## config.mk

```make
export PLATFORM = sky130hd
export DESIGN_NAME = prefetch_queue
export DESIGN_NICKNAME = d
export VERILOG_FILES = /design/src/rtl/prefetch_queue.sv
export SDC_FILE = /design/constraint.sdc
export NUM_CORES = 1
export LEC_CHECK = 0
export ABC_AREA = 1
export CORE_MARGIN = 1.5
export CORE_UTILIZATION = 33
export DETAILED_ROUTE_END_ITERATION = 7
export SYNTH_ARGS = -nofsm -noshare
export SYNTH_HDL_FRONTEND = slang
export SYNTH_SLANG_ARGS = --single-unit
```

## constraint.sdc

```tcl
create_clock -name clk -period 3.4 [get_ports clk]
set_input_delay 0.51 -clock clk [delete_from_list [all_inputs] [get_ports clk]]
set_output_delay 0.51 -clock clk [all_outputs]
set_load 0.02 [all_outputs]
```

## src/rtl/prefetch_queue.sv

```systemverilog
// Instruction prefetch queue: issues byte fetches to biu_top, buffers returned code bytes
// in a modulo-DEPTH FIFO and hands them to the EU; an EU flush discards everything and reloads IP.
module prefetch_queue #(
  parameter int unsigned DEPTH  = 6,
  parameter int unsigned DATA_W = 8,
  parameter int unsigned CNT_W  = 4
) (
  input  logic              clk,
  input  logic              rst,
  input  logic              flush,
  input  logic [15:0]       flush_ip,
  input  logic              bus_done,
  input  logic [DATA_W-1:0] bus_data,
  output logic              mem_read,
  output logic              inc_ip,
  output logic              load_ip,
  output logic [15:0]       ip_in,
  output logic              q_valid,
  output logic [DATA_W-1:0] q_data,
  input  logic              q_pop,
  output logic [CNT_W-1:0]  q_count
);

  localparam int unsigned PTR_W = (DEPTH > 1) ? $clog2(DEPTH) : 1;

  typedef enum logic [1:0] {IDLE, FETCH, DRAIN} state_t;

  state_t            state;
  logic [DATA_W-1:0] mem [DEPTH];
  logic [PTR_W-1:0]  rd_ptr;
  logic [PTR_W-1:0]  wr_ptr;
  logic              push_c;
  logic              pop_c;
  logic [PTR_W-1:0]  rd_next_c;
  logic [CNT_W-1:0]  cnt_next_c;
  logic [DATA_W-1:0] head_next_c;

  function automatic logic [PTR_W-1:0] ptr_inc(input logic [PTR_W-1:0] p);
    return (p == PTR_W'(DEPTH - 1)) ? '0 : p + PTR_W'(1);
  endfunction

  // Flush overrides both queue operations in the cycle it arrives.
  always_comb begin
    push_c      = (state == FETCH) && bus_done && !flush;
    pop_c       = q_pop && q_valid && !flush;
    rd_next_c   = pop_c ? ptr_inc(rd_ptr) : rd_ptr;
    cnt_next_c  = flush ? '0 : q_count + CNT_W'(push_c) - CNT_W'(pop_c);
    head_next_c = mem[rd_next_c];
    // A byte pushed into a queue that is empty after this cycle's pop becomes the head directly.
    if (push_c && ((q_count - CNT_W'(pop_c)) == '0))
      head_next_c = bus_data;
    if (cnt_next_c == '0)
      head_next_c = '0;
  end

  always_ff @(posedge clk) begin
    if (push_c)
      mem[wr_ptr] <= bus_data;
  end

  always_ff @(posedge clk or negedge rst) begin
    if (!rst) begin
      state    <= IDLE;
      mem_read <= 1'b0;
      inc_ip   <= 1'b0;
      load_ip  <= 1'b0;
      ip_in    <= '0;
      q_valid  <= 1'b0;
      q_data   <= '0;
      q_count  <= '0;
      rd_ptr   <= '0;
      wr_ptr   <= '0;
    end else begin
      inc_ip  <= push_c;
      load_ip <= flush;
      if (flush)
        ip_in <= flush_ip;

      q_count <= cnt_next_c;
      q_valid <= (cnt_next_c != '0);
      q_data  <= head_next_c;

      if (flush) begin
        rd_ptr <= '0;
        wr_ptr <= '0;
      end else begin
        rd_ptr <= rd_next_c;
        if (push_c)
          wr_ptr <= ptr_inc(wr_ptr);
      end

      // mem_read mirrors state membership in {FETCH, DRAIN}.
      case (state)
        IDLE: begin
          if (!flush && (q_count < CNT_W'(DEPTH))) begin
            state    <= FETCH;
            mem_read <= 1'b1;
          end
        end
        FETCH: begin
          if (bus_done) begin
            state    <= IDLE;
            mem_read <= 1'b0;
          end else if (flush) begin
            state <= DRAIN;
          end
        end
        DRAIN: begin
          if (bus_done) begin
            state    <= IDLE;
            mem_read <= 1'b0;
          end
        end
        default: begin
          state    <= IDLE;
          mem_read <= 1'b0;
        end
      endcase
    end
  end

endmodule

```

==> flow_metrics.tcl <==
set metrics [dict create \
    status "completed" \
    ctsRootBufferMaster "clkbuf_16" \
    drive_gt1_share_pct 9.664 \
    reg2reg_to "q_data[3]$_DFF_PN0_" \
    first_iter_violations 188 \
    n_fill_cell 1067 \
    cts_max_level 3 \
    setup_violations 0 \
    start_util_pct 34.34 \
    yosysSeqAreaShare_pct 61.50 \
    maxSlewHeadroom_pct 40.39 \
    syn_nets 441 \
    cp_data_required_time_ns 3.63 \
    area_growth_pct 27.13 \
    postCtsSetupBuffers 0 \
    switchingPower_mw 1.046 \
    clk_pin_slew_ns 0.06 \
    fin_area_um2 5049 \
    io_pins 61 \
    worst_pin_slew_ns 0.8941 \
    grt_pass1_vias 2842 \
    p_leak_nw 2.260 \
    synth_xor_area_share_pct 0 \
    p_clk_share_pct 29.9 \
    numCtsBuffers 9 \
    synth_mux_area_share_pct 0 \
    crit_chain "clkdlybuf4s50_1, buf_4, nor2_2, ha_1, inv_1, ha_1, fa_1, or2_2, nand3_1, nand3_1, nand2_1, a21oi_1" \
    critPathMaxStageDelay_ns 0.52 \
    ant_nets 0 \
    crit_buf_inv 3 \
    antenna_found_initial 0 \
    synthSimpleGateAreaFrac_pct 25.87 \
    timing.fmax_ghz 0.3453 \
    crit_family "simple AND/OR/NAND/NOR gates" \
    ys_seq_elements 88 \
    diodes 0 \
    worstReg2RegStart "state[1]$_DFFE_PN0P_" \
    overflow 0 \
    ctsHoldBuffers 0 \
    synth.avg_cell_area_um2 9.904 \
    power_mw 3.264 \
    utilization_pct 43.65 \
    hp-class "input port to async pin" \
    switching_share_pct 32.05 \
    synth-adder-area-share_pct 3.655 \
    ys_types 24 \
    critPathKind "input port to flip-flop" \
    crit_fanout 9 \
    holdWs_ns 0.2979 \
    clk_latency_ns 0.34 \
    grt_pass1_wl_um 14480 \
    synth_top_family_by_area "simple AND/OR/NAND/NOR gates" \
    hold_viol_final 0 \
    numPortBuffers 60 \
    final_common_cell "nand2_1" \
    start_kind "input port" \
    grtUsageTotal_pct 14.90 \
    finalNetCount 511 \
    seqPwrFrac_pct 40.8 \
    worstRegToRegCells 12 \
    synth_compound_area_share_pct 2.394 \
    min_period_ns 2.896 \
    grt_max_degree 41 \
    dr_total_vias 2848 \
    cts_sinks 88 \
    synthCells 401 \
    internal_power_mw 2.218 \
    vias_per_cell 4.601 \
    post_cts_resized 0 \
    drv_cap 0 \
    critical_path_arrival_ns 3.12 \
    finalMaxSlewViolations 0 \
    reg2reg_setup_slack_ns 0.56 \
    cts_buffer_depth 2 \
    finalSetupTns_ns 0 \
    chipWidth_um 112.7 \
    die_y_um 112.7 \
    tritoncts "built" \
    route.detailed.drc 0 \
    fin_crit_sh_pct 85.17 \
    dieArea_um2 12700 \
    routedWlPerCell_um 14.05 \
    core.rowCount 39 \
    ys_warn_count 0 \
    dr.pass1.iters 5 \
    wl_um 8696 \
    gp_congestion 0.7679 \
    dp_hpwl_um 5843 \
    postPlaceCellArea_um2 4751 \
    cp-end-kind "flip-flop" \
    ir_drop_mv 0.2404 \
    grt_setup_unrepaired "no" \
    cp_slowest_cell "clkdlybuf4s50_1" \
    comb_power_share_pct 29.3 \
    skew_ns 0.006184 \
    powerDensity_nw_per_um2 646.5 \
    synth_area_um2 3971 \
    core_um2 11560 \
    final_cell_mix "128 x nand2_1, 59 x clkdlybuf4s50_1, 48 x edfxtp_1, 47 x inv_1, 41 x nand3_1" \
]
how the worst max path moves through the flow:
stage	startpoint	end	cells past startpoint
6_report	flush	q_data[3]$_DFF_PN0_	12
3_5_place_dp	flush	q_data[2]$_DFF_PN0_	12
4_1_cts	flush	q_data[2]$_DFF_PN0_	12
5_1_grt	state[1]$_DFFE_PN0P_	q_data[7]$_DFF_PN0_	12
3_3_place_gp	flush	q_data[1]$_DFF_PN0_	12
2_1_floorplan	state[1]$_DFFE_PN0P_	q_data[0]$_DFF_PN0_	12
cell families (layout without fill, tap and decap cells):
kind of cell    count (synthesis)  count (layout)
fa+ha+maj                      11              11
compound gates                 19              19
simple gates                  221             221
flops                          88              88
buf+inv                        62             137
flip-flops by register name (all words and copies together), names as in the netlist:
register,cells
state,2
load_ip,1
mem_read,1
q_valid,1
q_data,8
rd_ptr,3
inc_ip,1
mem,48
ip_in,16
wr_ptr,3
q_count,4
synthesized netlist by cell type:
| library cell | instances | share of area [%] |
|---|---|---|
| nand2_1 | 128 | 12 |
| edfxtp_1 | 48 | 36 |
| inv_1 | 47 | 4.4 |
| nand3_1 | 41 | 5.2 |
| dfrtp_1 | 40 | 25 |
| nor2_1 | 17 | 1.6 |
| nand3b_1 | 16 | 3.0 |
| a21oi_1 | 13 | 1.6 |
| ha_1 | 10 | 3.2 |
| or2_2 | 7 | 1.1 |
| o21ai_0 | 6 | 0.76 |
| buf_2 | 5 | 0.63 |
| inv_2 | 4 | 0.38 |
| buf_6 | 3 | 0.85 |
| clkbuf_1 | 3 | 0.28 |
| nand2_2 | 3 | 0.47 |
| nand3_2 | 2 | 0.50 |
| or2_0 | 2 | 0.32 |
| fa_1 | 1 | 0.50 |
| nand2_4 | 1 | 0.28 |
| nand3_4 | 1 | 0.44 |
| nand4_1 | 1 | 0.16 |
| nand4_4 | 1 | 0.54 |
| nor2_2 | 1 | 0.16 |
layout make-up:
cell class | instances | area (um2) | area share (%)
tap | 143 | 178.9 | 3.544
sequential | 88 | 2442 | 48.38
inverter | 51 | 191.4 | 3.792
multi-input combinational | 251 | 1267 | 25.11
clock buffer | 10 | 239.0 | 4.734
clock inverter | 6 | 58.81 | 1.165
timing repair buffer | 70 | 670.6 | 13.28
power by group through the flow:
stage	sequential (mW)	clock (mW)	combinational (mW)
2_1_floorplan	1.45	0	0.496
3_3_place_gp	1.35	0	0.943
5_1_grt	1.35	1.04	1.09
6_report	1.33	0.976	0.957
4_1_cts	1.33	0.997	0.970
3_5_place_dp	1.35	0	0.964
worst reg2reg max path: cells and delay by family (launching register included):
family	cells	cell delay [ns]
AO/OA/AOI/OAI	1	0.05
buffers and inverters	2	0.13
AND/OR/NAND/NOR	5	1.03
flip-flops	1	0.40
adder cells (fa/ha/maj)	4	1.13
routing by layer:
| layer | vias to the layer above | wire, um | global-route usage (%) |
|---|---|---|---|
| met5 | - | 0 | 0 |
| met4 | 0 | 165 | 6.245 |
| met3 | 13 | 303 | 3.053 |
| met2 | 44 | 4153 | 24.02 |
| met1 | 1355 | 4073 | 19.68 |
| li1 | 1436 | - | - |
through the flow:
stage	setup WS, ns	cells
after floorplan	0.9342	401
after global placement	0.2158	603
after detailed placement	0.1425	603
after CTS	0.4918	619
after global routing	0.2809	619
final	0.5042	619
(Power assumes the default switching activity.)
